## src/rtl/encoder_scan_nbit.sv

```systemverilog
// Sequential bit-scan encoder: emits the binary index of every set bit of a
// 2**N-bit vector, lowest first, one valid/ready beat per cycle.
//   state | meaning
//   IDLE  | waiting for a vector; in_ready high
//   SCAN  | presenting lowest pending index; out_valid high
module encoder_scan_nbit #(
  parameter int N = 4
) (
  input  logic            clk,
  input  logic            reset,
  input  logic            in_valid,
  output logic            in_ready,
  input  logic [2**N-1:0] inEncoder,
  output logic            out_valid,
  input  logic            out_ready,
  output logic [N-1:0]    outEncoder,
  output logic [N:0]      out_seq,
  output logic            out_last,
  output logic            zero_drop
);

  localparam int W = 2**N;

  typedef enum logic {IDLE = 1'b0, SCAN = 1'b1} state_t;

  state_t         state;
  state_t         state_nxt;
  logic [W-1:0]   pending;
  logic [N-1:0]   low_idx;
  logic           single;
  logic           accept;
  logic           load;
  logic           beat;

  // Priority scan from the top so the lowest set bit wins.
  always_comb begin
    low_idx = '0;
    for (int i = W - 1; i >= 0; i--) begin
      if (pending[i]) low_idx = N'(i);
    end
  end

  assign single = (pending != '0) && ((pending & (pending - W'(1))) == '0);
  assign accept = (state == IDLE) && in_valid;
  assign load   = accept && (inEncoder != '0);
  assign beat   = (state == SCAN) && out_ready;

  always_ff @(posedge clk) begin
    if (reset) state <= IDLE;
    else       state <= state_nxt;
  end

  always_comb begin
    state_nxt = state;
    case (state)
      IDLE: if (load) state_nxt = SCAN;
      SCAN: if (out_ready && single) state_nxt = IDLE;
      default: state_nxt = IDLE;
    endcase
  end

  always_comb begin
    in_ready   = (state == IDLE);
    out_valid  = (state == SCAN);
    outEncoder = (state == SCAN) ? low_idx : '0;
    out_last   = (state == SCAN) && single;
  end

  // pending & (pending - 1) clears exactly the bit that was just emitted.
  always_ff @(posedge clk) begin
    if (reset) begin
      pending   <= '0;
      out_seq   <= '0;
      zero_drop <= 1'b0;
    end else begin
      zero_drop <= accept && (inEncoder == '0);
      if (load) begin
        pending <= inEncoder;
        out_seq <= '0;
      end else if (beat) begin
        pending <= pending & (pending - W'(1));
        out_seq <= single ? '0 : out_seq + (N+1)'(1);
      end
    end
  end

endmodule
```

## config.mk

```make
export PLATFORM = sky130hd
export DESIGN_NAME = encoder_scan_nbit
export DESIGN_NICKNAME = d
export VERILOG_FILES = /design/src/rtl/encoder_scan_nbit.sv
export SDC_FILE = /design/constraint.sdc
export NUM_CORES = 1
export LEC_CHECK = 0
export CAP_MARGIN = 25
export CORE_AREA = 2 2 69 55
export DETAILED_ROUTE_END_ITERATION = 8
export DIE_AREA = 0 0 71 57
export GPL_ROUTABILITY_DRIVEN = 0
export PLACE_DENSITY = 0.79
export SLEW_MARGIN = 10
export SYNTH_ARGS = -nofsm -noshare
export SYNTH_HDL_FRONTEND = slang
export SYNTH_SLANG_ARGS = --single-unit
```

## constraint.sdc

```tcl
create_clock -name clk -period 2.6 [get_ports clk]
set_clock_uncertainty 0.1 [all_clocks]
set_input_delay 0.52 -clock clk [delete_from_list [all_inputs] [get_ports clk]]
set_output_delay 0.52 -clock clk [all_outputs]
set_load 0.01 [all_outputs]
```

After elaboration in Yosys (flattened, before gate mapping)
Cells that the tools add are included.

$add $sub $neg: 2. Mux-type cells: 23. Bitwise operators: 2. Reductions and logical operators: 13.

Operators with widths (count): 4-bit 2-to-1 mux (17); 16-bit logical NOT (2); 16-bit 2-to-1 mux (2); 16-bit nonzero test (2); 16-bit bitwise AND (1); 16-bit by 1-bit subtractor with 16-bit output, second input constant (1); 1-bit logical AND (7); 5-bit by 1-bit adder with 5-bit output, second input constant (1); 5-bit 2-to-1 mux (1); 1-bit 2-to-1 mux (2); 1-bit case mux with 2 select lines (1); 2-bit nonzero test (1); 2-bit OR reduction (1); 1-bit NOT (1).

Word-level logic and storage cells: 44. Output and inout port bits: 13. Register bits: 23.

Depth between registers and ports, before layout
Gate-level depths: netlist (run 1).

Word-level depth: 17. Gate-level depth with buffers: 8.

Least setup slack after synthesis (run 1)
OpenSTA, ideal clock, no wires.

Kind: reg2out. Start point: register pending[1]. End point: output out_last. Path slack: -0.121 ns. Buffers on the path: 2. Cell stages (with the launch flop): 8. Arrival: 2.101 ns. Cells stage by stage: dfxtp_1 buf_6 or4_4 buf_6 nor3_4 nand3_1 a2111o_1 nor3_1.

Longest elaborated chain between the ends: 5. Elaborated cells on any way between the ends: 6.

RTL lines: start: declaration (line 28) `logic [W-1:0] pending;`; start signal: assignment (line 78) `pending <= inEncoder;`; start signal: assignment (line 81) `pending <= pending & (pending - W'(1));`; 16-bit by 1-bit subtractor with 16-bit output (line 43) `assign single = (pending != '0) && ((pending & (pending - W'(1))) == '0);`; 16-bit bitwise AND (line 43); 16-bit logical NOT (line 43); 1-bit logical AND * (line 43); 1-bit logical AND * (line 66) `out_last = (state == SCAN) && single;`; end: declaration (line 18) `output logic out_last,`.

Mark *: on every way between the ends. The rest lies on a longest branch, timed or not.

Worst setup path in the final report (run 1)
Start point: register pending[4]. End point: output out_last.

The elaborated chain is that of the path after synthesis.

==> results.ini, run 1 <==
[outcome]
status = finished with violations
violations = setup timing

[sta]
slew_headroom = 0.706
setup_tns_ns = -0.286
slew_viol_final = 0
layout_min_cycle_time_ns = 2.86
worst_hold_slack_ns = 0.396
worst_slack_ns = -0.258
rsz0062_at_grt = yes
worst_pin_slew_ns = 0.430
setup_viol_count_final = 4
finalHoldViolCount = 0
fin_crit_sh = 1.10
fmax_ghz = 0.350

[synthesis]
synth_seq_cells = 23
postSynthAreaPerCell_um2 = 7.42
synth_nets = 219
ys_types = 43
synthCells = 198
yosysSeqAreaShare = 0.313
netlist_area_um2 = 1470
synthTopCellsByArea = dfxtp_1, a21oi_1, nor2_1, nand2_1, nor3_1
yosys.area.top_type = dfxtp_1
synth_top_area_frac = 0.313
yosysWarnings = 0

[power_and_ir_drop]
ir_drop_mv = 0.302
power_density_nw_per_um2 = 479
power_leakage_nw = 0.861

[setup_path]
crit_fanout = 4
worstSetupStartpointType = flop
slowest_stage = or4_4
crit_buf_inv = 1
slowest_delay_ns = 0.58
end_kind = output port
path_cells = or4_4 -> nor3_4 -> nand3_1 -> a2111o_1 -> nor3_2 -> buf_2
worstPathRequired_ns = 1.98
arrival_ns = 2.24
critical-path-top-delay-family = simple AND/OR/NAND/NOR gates
criticalPathCategory = reg2out

[die]
die_area_um2 = 4050
row_count = 19
initial_core_util = 0.426
die_height_um = 57
pin_count = 33
die_x_um = 71
fp.coreArea_um2 = 3450

[routing]
ant_nets = 0
drc = 0
viasPerCell = 5.47
wirelength_um = 4130
wl_per_cell_um = 13.7
drtIter0Drc = 120
vias = 1652
drtPass1Iterations = 4

[cts]
cts_tree = yes
worst_setup_hold_path_clk_slew_ns = 0.08
clock-sinks = 23
cts-htree-levels = 1
cts_inserted_buffers = 3
cts-root-buf = clkbuf_8
insertion_delay_ns = 0.27
cts_max_path_buffers = 2

[finish]
diodes = 0
fin_area_um2 = 2100
fill_cells = 328
syn2layout_area_growth_pct = 42.8
layout-drive-gt1-share = 0.242
fin_nets = 282

[flow_run]
maxCapViolations = 0

[global_route]
antenna_found_initial = 0
grt_pass1_vias = 1548
grt_usage = 0.223
overflow = 0
grt_pass1_wl_um = 7220
grt_max_degree = 19

[worst_hold_path]
hold_class = reg2reg

[placed_design]
io_buffer_count = 32
postPlaceCellArea_um2 = 2040
dp_hpwl_um = 3290

Yosys cell counts:
library cell and n:
a2bb2oi_1 1, a21oi_1 26, nand2_1 19, o21ai_1 10, inv_1 7, clkbuf_2 1, and3_1 1, nand3_1 5
nor4b_2 3, a21o_1 1, buf_2 1, maj3_1 1, a41oi_1 1, a2111oi_0 1, o21ai_0 4, o211ai_1 3
nand4_1 1, o21bai_1 1, or2_4 1, mux2i_1 1, o31ai_1 2, nor3_1 10, a2111o_1 2, buf_6 4
ha_1 1, a22oi_1 2, nor3_4 1, clkbuf_1 5, or3_1 1, nor2b_1 4, nor4_1 8, a32oi_1 1
or4_4 3, o22ai_1 3, and3_2 2, a21oi_2 1, nand2b_1 3, or2_2 1, dfxtp_1 23, o31a_1 1
or4_1 1, clkbuf_8 1, nor2_1 29
registers in the layout (all words and copies together), names as in the netlist:
signal / flops
zero_drop: 1
out_valid: 1
pending: 16
out_seq: 5
report_power, final:
group	leakage (nW)	total [W]	switching, W	internal, W
clock network	0.0217	0.000232	0.000123	0.000109
logic	0.649	0.000384	0.000187	0.000197
registers	0.190	0.000389	0.0000171	0.000372
area by class of cell:
class,instances,area (um2),area share
flip-flops and latches,23,465,0.222
multi-input cells,156,910,0.434
inverters,7,26.3,0.0125
well taps,42,52.6,0.0250
clock inverters,1,7.51,0.00358
clock buffers,3,41.3,0.0197
repair buffers,70,596,0.284
tightest hold or removal path: stages, from the launching register on:
cell and delay (ns):
dfxtp_1 0.34, nand2_1 0.06, a21oi_1 0.05
logic make-up after synthesis:
logic type / after synthesis / share of synthesized area
compound gates: 60 / 0.246
fa+ha+maj: 2 / 0.0153
buf+inv: 19 / 0.0775
flops: 23 / 0.313
mux: 1 / 0.00681
simple gates: 93 / 0.341
metal layers:
layer / vias up / GRT usage / part of all wire
met5: - / 0 / 0
met4: 0 / 0.0404 / 0.0070
met3: 4 / 0.0442 / 0.063
met2: 58 / 0.358 / 0.45
met1: 741 / 0.319 / 0.48
li1: 849 / - / -
per-stage QoR:
stage	setup slack, ns	util	power, W	std cells
after global routing	-0.351	0.609	0.00107	302
after CTS	-0.258	0.607	0.00100	302
after global placement	-0.332	0.593	0.000770	298
final	-0.258	0.609	0.00100	302
after floorplan	0.0000679	-	0.000604	198
after detailed placement	-0.388	0.593	0.000777	298
what timing repair did:
| item | 4_1_cts | 5_1_grt |
|---|---|---|
| endpoints found under the setup margin | 8 | 6 |
| resized for setup | 10 | 6 |
| buffers inserted | 0 | 0 |
| hold buffers | 0 | 0 |
| pin swaps | 1 | 0 |
cell usage in the layout (no fill, tap or decap), types with 2 or more instances in the layout:
cell | netlist | routed
a21oi_1 | 26 | 26
dfxtp_1 | 23 | 19
or4_4 | 3 | 3
o22ai_1 | 3 | 3
nor4_1 | 8 | 8
o21ai_1 | 10 | 10
o31ai_1 | 2 | 2
a2111o_1 | 2 | 2
nor3_1 | 10 | 8
inv_1 | 7 | 7
dfxtp_2 | 0 | 4
nor2_1 | 29 | 29
nand2_1 | 19 | 19
nor3_2 | 0 | 2
dlygate4sd2_1 | 0 | 2
nand3_1 | 5 | 5
nor4b_2 | 3 | 3
nor2b_1 | 4 | 4
a22oi_1 | 2 | 2
o211ai_1 | 3 | 3
clkbuf_8 | 1 | 3
clkdlybuf4s50_1 | 0 | 27
o21ai_0 | 4 | 4
buf_4 | 0 | 38
nand2b_1 | 3 | 3
and3_2 | 2 | 2
worst paths after layout:
path | endpoint | startpoint | slack [ns] | cells past startpoint
worst max-delay path | out_last | pending[4] | -0.26 | 6
worst min-delay path | out_seq[1] | out_seq[1] | 0.40 | 2
worst max register to register | out_seq[3] | pending[4] | -0.01 | 7
worst min register to register | out_seq[1] | out_seq[1] | 0.40 | 2
(Power assumes the default switching activity.)
==> run 2, diff against run 1 <==
- SLEW_MARGIN: 10 -> unset
==> results of run 2 <==
No change in the layout: final DEF, timing and power equal those of run 1.
==> run 3, diff against run 2 <==
- CORE_AREA: 2 2 69 55 -> 2 2 58 65
- DIE_AREA: 0 0 71 57 -> 0 0 60 67
- GPL_ROUTABILITY_DRIVEN: 0 -> unset
- GPL_TIMING_DRIVEN: unset -> 0
==> run 3 against run 2 <==
The flow still finishes with violations (setup timing). Clock power shrank 22%. Critical path type unchanged. Final cell count fell by 5.0%. Die area decreased by 0.67%. Global-route usage decreased by 0.49 points. Worst setup slack got worse by 0.11 ns. Sequential power is 2% higher. Critical endpoint unchanged. Largest cell class unchanged.
==> results.ini, run 3 (synthesis gave the netlist of run 1 again) <==
[cts]
cts-root-buf = clkbuf_4
cts_max_path_buffers = 2
cts-htree-levels = 1
clock-sinks = 23
cts_inserted_buffers = 3
worst_setup_hold_path_clk_slew_ns = 0.14
insertion_delay_ns = 0.33
cts_tree = yes

[power_and_ir_drop]
power_density_nw_per_um2 = 466
power_frac_seq = 0.442
switchingPower_w = 0.000317
power.total_w = 0.000901
p_sw_frac = 0.351
clockPowerShare = 0.200
ir_drop_mv = 0.293
power_leakage_nw = 0.720
pwr-share-comb = 0.359
p_int_w = 0.000584

[die]
pin_count = 33
fp.coreArea_um2 = 3330
die_x_um = 60
row_count = 22
die_area_um2 = 4020
die_height_um = 67
initial_core_util = 0.441

[global_route]
grt_max_degree = 13
antenna_found_initial = 0
grt_usage = 0.218
grt_pass1_vias = 1457
overflow = 0
grt_pass1_wl_um = 6670

[routing]
wirelength_um = 4120
drtIter0Drc = 87
drtPass1Iterations = 4
viasPerCell = 5.58
vias = 1601
wl_per_cell_um = 14.4
ant_nets = 0
drc = 0

[sta]
rsz0062_at_grt = yes
setup_tns_ns = -0.686
worst_pin_slew_ns = 0.501
fmax_ghz = 0.337
setup_viol_count_final = 4
slew_headroom = 0.663
worst_slack_ns = -0.369
layout_min_cycle_time_ns = 2.97
slew_viol_final = 0
finalHoldViolCount = 0
fin_crit_sh = 1.14

[finish]
fin_area_um2 = 1930
reg_top3 = pending x16, out_seq x5
layout-drive-gt1-share = 0.201
layout_common_cells = nor2_1, a21oi_1, clkdlybuf4s50_1
fin_nets = 261
final_common_cell = nor2_1
syn2layout_area_growth_pct = 31.5
largest_register_ffs = 16
diodes = 0
largest_register = pending
stdcell_count = 287

[setup_path]
slowest_delay_ns = 0.58
arrival_ns = 2.35
worstSetupStartpointType = flop
worstPathRequired_ns = 1.98
path_cells = or4_4 -> nor3_4 -> nand3_1 -> a2111o_1 -> nor3_2 -> buf_2
crit_fanout = 5
slowest_stage = or4_4
criticalPathCategory = reg2out
end_kind = output port

[placed_design]
gp_congestion = 0.880
placed_cells = 277
dp_hpwl_um = 2850
io_buffer_count = 31
postPlaceCellArea_um2 = 1840

[flow_run]
maxCapViolations = 0

[outcome]
status = finished with violations
violations = setup timing

[worst_hold_path]
hold_class = in2reg

run 3: cell count changes in the layout (fill, tap and decap cells not counted), moves of 2 or more:
cell      change
dfxtp_2       +2
buf_4        -28
clkbuf_8      -2
clkbuf_4      +3
nor4_2        +2
clkbuf_2      +4
nor4_1        -2
dfxtp_1       -6
clkbuf_1      +4
dfxtp_4       +4
run 3: critical path, delay by kind of cell (launching register included):
family	cells	cell delay, ns
flip-flops	1	0.38
AND/OR/NAND/NOR	4	1.04
buffers and inverters	1	0.15
AO/OA/AOI/OAI	1	0.45
run 3: worst paths after layout:
check | from | to | slack, ns | depth (start not counted)
hold / removal | reset | pending[2] | 0.31 | 2
setup / recovery | pending[5] | out_last | -0.37 | 6
hold reg to reg | out_seq[1] | out_seq[1] | 0.41 | 2
setup reg to reg | pending[5] | out_seq[2] | -0.11 | 7
run 3: power by group through the flow:
| stage | sequential (W) | combinational (W) | clock [W] |
|---|---|---|---|
| after floorplan | 0.000397 | 0.000206 | 0 |
| after global placement | 0.000402 | 0.000300 | 0 |
| after detailed placement | 0.000402 | 0.000303 | 0 |
| after CTS | 0.000397 | 0.000314 | 0.000177 |
| after global routing | 0.000401 | 0.000355 | 0.000199 |
| final | 0.000398 | 0.000323 | 0.000180 |
run 3: per-layer routing:
| metal | track usage | routed length [um] |
|---|---|---|
| met5 | 0 | 0 |
| met4 | 0.0917 | 84 |
| met3 | 0.0311 | 194 |
| met2 | 0.364 | 1940 |
| met1 | 0.276 | 1900 |
run 3: final cells by class:
| class | count | area (um2) |
|---|---|---|
| Fill cell | 316 | 1400 |
| Tap cell | 48 | 60.1 |
| Timing Repair Buffer | 41 | 364 |
| Clock buffer | 4 | 26.3 |
| Multi-Input combinational cell | 156 | 921 |
| Buffer | 8 | 51.3 |
| Inverter | 7 | 26.3 |
| Sequential cell | 23 | 483 |
run 3: repair_timing:
action | CTS | global route
buffers inserted | 8 | 2
gates resized for setup | 20 | 15
pin swaps | 5 | 6
hold buffers | 0 | 0
gates cloned | 0 | 0
setup endpoints to repair | 18 | 17
run 3: stage by stage:
| step | utilization | setup slack, ns | hold WS (ns) |
|---|---|---|---|
| 2_1_floorplan | - | 0.0000679 | 0.363 |
| 3_3_place_gp | 0.554 | -0.580 | 0.377 |
| 3_5_place_dp | 0.554 | -0.576 | 0.386 |
| 4_1_cts | 0.574 | -0.416 | 0.314 |
| 5_1_grt | 0.580 | -0.478 | 0.294 |
| 6_report | 0.580 | -0.369 | 0.311 |
==> RTL edit 1: new RTL, settings of run 1 <==
`N`: 4 -> 3.
--- a/src/rtl/encoder_scan_nbit.sv
+++ b/src/rtl/encoder_scan_nbit.sv
@@ -5,5 +5,5 @@
 //   SCAN  | presenting lowest pending index; out_valid high
 module encoder_scan_nbit #(
-  parameter int N = 4
+  parameter int N = 3
 ) (
   input  logic            clk,
Ports: changed (resized inEncoder, outEncoder and out_seq); port bits go from 33 to 23. No check against the original RTL was run, so the function may have changed too.
==> RTL edit 1 against run 1 <==
- worst hold slack better by 0.012 ns
- combinational power is 45% lower
- synthesized cell count is 42% lower
- total power is 34% lower
- utilization is 23 points lower
- critical path depth is 1 lower
- cell area is 38% lower
- largest power group unchanged
- sequential cell count is 9 lower
- wire length is 43% lower
- maximum frequency is 12% higher
- worst setup slack better by 0.31 ns
- area after synthesis is 37% lower
==> RTL edit 1: results (changes against run 1) <==
worst-skew pair later-pin latency 0.25 ns (-0.02 ns); sequential fraction of the synthesis area 30.5% (-0.87 points); CP Max Fanout 6 (+2); Hold/Removal Path Class reg -> reg; Nets 160 (-43%); R2R depth 6 (-1); DP Area 1210 µm² (-41%); Cell variety after synth 35 (-19%); vias in the first global route 880 (-43%); deepest clock path buffer count 2 (unchanged); DR vias/cell 5.15 (-5.8%); Synth Warn # 0 (unchanged); clk root buf clkbuf_8; first-pass GRT wire length 3.95 mm (-45%); layout cell share with drive strength beyond 1 18.5% (-5.7 points); slowest CP cell or4_4; met2 Track Usage GR 18.6% (-17 points); Top delay family on crit path simple AND/OR/NAND/NOR gates; syn_nets 127 (-42%); GR Util All Layers 12.2% (-10 points); leakage power 0.474 nW (-45%); DP HPWL 1.83 mm (-45%); status complete, no violations; Max VDD drop 0.000274 V (-9.2%); WL/cell 12.6 µm (-7.7%); router iterations before antenna repair 4 (unchanged); largest registers pending (8), out_seq (4); Async SR Flop Fraction 0% (unchanged); CTS Buf Count 3 (unchanged); critical path's largest stage delay a little under 0.6 ns; Commonest cells post-synth nand2_1, dfxtp_1, nor2_1; n_diodes 0 (unchanged); Cells on Worst Hold Path 2 (unchanged); synth top area cells dfxtp_1, buf_6, nand2_1; largest net degree at the start of global routing 12 (-7); arrival time of the worst setup path 1.93 ns (-0.31 ns); # H-tree levels 1 (unchanged); met3 Usage GRT 4.95% (+0.53 points); Worst-path clk slew approximately 0.070 ns; I/O Buffers 22 (-31%); Synth Flop Type dfxtp_1; Iter 0 DRT Violations 28 (-77%); GR Util met1 16.5% (-15 points); initial antenna violation count 0 (unchanged); relative slew slack 55.7% (-15 points)
RTL edit 1: cell count changes in the layout (fill, tap and decap cells not counted), moves of 4 or more:
| cell | run 1 | this run |
|---|---|---|
| a21oi_1 | 26 | 9 |
| buf_4 | 38 | 16 |
| clkdlybuf4s50_1 | 27 | 20 |
| dfxtp_1 | 19 | 14 |
| dfxtp_2 | 4 | 0 |
| inv_1 | 7 | 3 |
| nor2_1 | 29 | 10 |
| nor4_1 | 8 | 3 |
| o21ai_1 | 10 | 0 |
RTL edit 1: area by class of cell:
type,instances,area (µm²)
clock buffer,4,55.1
fill,359,2150
inverter,3,11.3
multi-input combinational,87,562
sequential,14,280
tap,42,52.6
timing repair buffer,38,334
RTL edit 1: logic make-up after synthesis:
family	count (synthesis)	share of synthesized area [%]
simple gates	55	30.3
compound gates	28	23.0
flops	14	30.5
buf+inv	13	12.0
xor+xnor	3	2.86
fa+ha+maj	1	1.36
RTL edit 1: repair_timing:
item	in CTS	in global routing
hold buffers	0	0
buffers inserted	0	1
resized for setup	3	6
hold endpoints to repair	0	0
pin swaps	0	4
endpoints found under the setup margin	2	1
RTL edit 1: metrics by stage:
| stage | util, % | TNS [ns] | setup WS, ns | std cells |
|---|---|---|---|---|
| global placement | 35.0 | -0.0821 | -0.0821 | 183 |
| detailed placement | 35.0 | -0.174 | -0.174 | 183 |
| finish | 37.6 | 0 | 0.0528 | 188 |
| floorplan | - | 0 | 0.185 | 114 |
| CTS | 36.7 | -0.0802 | -0.0802 | 187 |
| global route | 37.6 | -0.0111 | -0.0111 | 188 |
RTL edit 1: worst min-delay path, delay by kind of cell, from the launching register on:
family	cells	cell delay, ns
DFF	1	0.34
AOI/OAI and AO/OA	1	0.06
and+or+nand+nor	1	0.06
RTL edit 1: final timing paths:
check | startpoint | slack (ns) | endpoint
setup reg to reg | pending[2]$_SDFFE_PP0P_ | 0.56 | out_valid$_SDFF_PP0_
setup / recovery | pending[2]$_SDFFE_PP0P_ | 0.05 | out_last
hold reg to reg | out_seq[1]$_SDFFE_PP0P_ | 0.41 | out_seq[1]$_SDFFE_PP0P_
hold / removal | out_seq[1]$_SDFFE_PP0P_ | 0.41 | out_seq[1]$_SDFFE_PP0P_
RTL edit 1: metal layers:
metal,vias up,wire length (µm)
met5,-,0
met4,0,31
met3,6,197
met2,39,987
met1,440,1160
li1,484,-
RTL edit 1: report_power, final:
group / total (mW) / internal, mW / switching (mW) / leakage, nW
registers: 0.236 / 0.226 / 0.00998 / 0.114
logic: 0.210 / 0.101 / 0.109 / 0.331
clock network: 0.221 / 0.134 / 0.0868 / 0.0288
==> RTL edit 2: new RTL, flow settings as in run 1 <==
Without the edit above. Make the reset (`reset`) asynchronous in 2 clocked blocks.
--- a/src/rtl/encoder_scan_nbit.sv
+++ b/src/rtl/encoder_scan_nbit.sv
@@ -46,5 +46,5 @@
   assign beat   = (state == SCAN) && out_ready;
 
-  always_ff @(posedge clk) begin
+  always_ff @(posedge clk or posedge reset) begin
     if (reset) state <= IDLE;
     else       state <= state_nxt;
@@ -68,5 +68,5 @@
 
   // pending & (pending - 1) clears exactly the bit that was just emitted.
-  always_ff @(posedge clk) begin
+  always_ff @(posedge clk or posedge reset) begin
     if (reset) begin
       pending   <= '0;
Formal check against the unedited RTL: differs if reset is asserted again (counterexample within 4 cycles, from zero or initial values and one cycle with reset high); with reset held inactive, the same outputs for 4 cycles.
==> RTL edit 2 against run 1 <==
- sequential cell count unchanged
- area after synthesis is 6.0% higher
- critical path type unchanged
- utilization increased by 6.2 points
- worst hold slack improved by 0.077 ns
- wire length increased by 11%
- critical path depth rose by 2
- cell area up 10%
- sequential share of layout area rose by 2.8 points
- highest routed layer unchanged
- count of clock-buffer cells in the layout unchanged
- largest cell class unchanged
- worst setup slack worse by 0.16 ns
- the run still ends with setup timing left
Power is not compared: it rests on default switching activity, and its combinational part moved more than twofold at a synthesized area within 25%.
==> RTL edit 2: results (changes against run 1) <==
status complete, but fails checks; failing checks setup timing; critical path's largest stage delay 0.61 ns (+0.03 ns); Top delay family on crit path simple AND/OR/NAND/NOR gates; clk root buf clkbuf_8; r2r endpoint out_seq[0]$_DFFE_PP0P_; setup ws final -0.413 ns (-0.155 ns); CP Max Fanout 6 (+2); Cell variety after synth 46 (+7.0%); Worst Hold Path EP out_seq[4]$_DFFE_PP0P_; cts repair resizes 16 (+6); Non-Filler Instances 283 (-6.3%); R2R depth 10 (+3); worst r2r src pending[0]$_DFFE_PP0P_; relative slew slack 75.0% (+4.4 points); sequential fraction of the synthesis area 37.0% (+5.6 points); first-pass GRT wire length 7.65 mm (+6.0%); DP HPWL 3.29 mm (about the same); pre-CTS setup slack -0.499 ns (-0.111 ns); hold_ws 0.473 ns (+0.0767 ns); setup TNS -0.888 ns (-0.602 ns); postcts setup bufs 6 (+6); Synth Flop Type dfrtp_1; arrival time of the worst setup path 2.39 ns (+0.15 ns); synth top area cells dfrtp_1, a22o_1, o21ai_0; Vias 1656 (+0.24%); placed cells 272 (-8.7%); DP Area 2130 µm² (+4.0%); Layout fillers 256 (-22%); proportion of synthesized area in mux cells 1.37% (+0.69 points); Post-Synth XOR/XNOR Area 1.69% (+1.7 points); complex-gate fraction of the synthesized area 26.5% (+1.9 points); Post-Syn Instances 175 (-12%); syn_nets 196 (-11%); reg-to-reg slack, setup -0.14 ns (-0.13 ns); Nets 263 (-6.7%); Cells on Worst Hold Path 1 (-1); final setup fails 5 (+1); area share of fa/ha/maj cells after synthesis 0.804% (-0.73 points); Routed WL 4.59 mm (+11%); cts hold-fix bufs 0 (unchanged); layout cell share with drive strength beyond 1 34.9% (+11 points); Iter 0 DRT Violations 133 (+11%); largest net degree at the start of global routing 24 (+5); Async SR Flop Fraction 100% (+100 points); hold wc startpoint out_seq[4]$_DFFE_PP0P_; vias in the first global route 1587 (+2.5%)
==> RTL edit 2: cell count changes in the layout (fill, tap and decap cells not counted), moves of 9 or more <==
cell and delta:
a21oi_1 -21, dfrtp_1 +21, nor2_1 -20, dfxtp_1 -19, o21ai_0 +13, a22o_1 +12
o21ai_1 -9
==> RTL edit 2: layout make-up <==
cell class	count	area, µm²	share of cell area [%]
clock inverter	1	7.51	0.325
tap	42	52.6	2.27
sequential	23	578	25.0
multi-input combinational	130	937	40.6
timing repair buffer	79	676	29.2
clock buffer	3	41.3	1.79
inverter	5	18.8	0.812
==> RTL edit 2: power breakdown <==
part	switching (mW)	internal [mW]
registers	0.132	0.502
logic	1.15	1.25
clock network	0.131	0.109
==> RTL edit 2: metal layers <==
metal | vias up | GRT usage, % | routed length, µm
li1 | 790 | - | -
met1 | 802 | 34.3 | 2050
met2 | 60 | 38.3 | 2210
met3 | 4 | 4.59 | 298
met4 | 0 | 4.04 | 27
met5 | - | 0 | 0
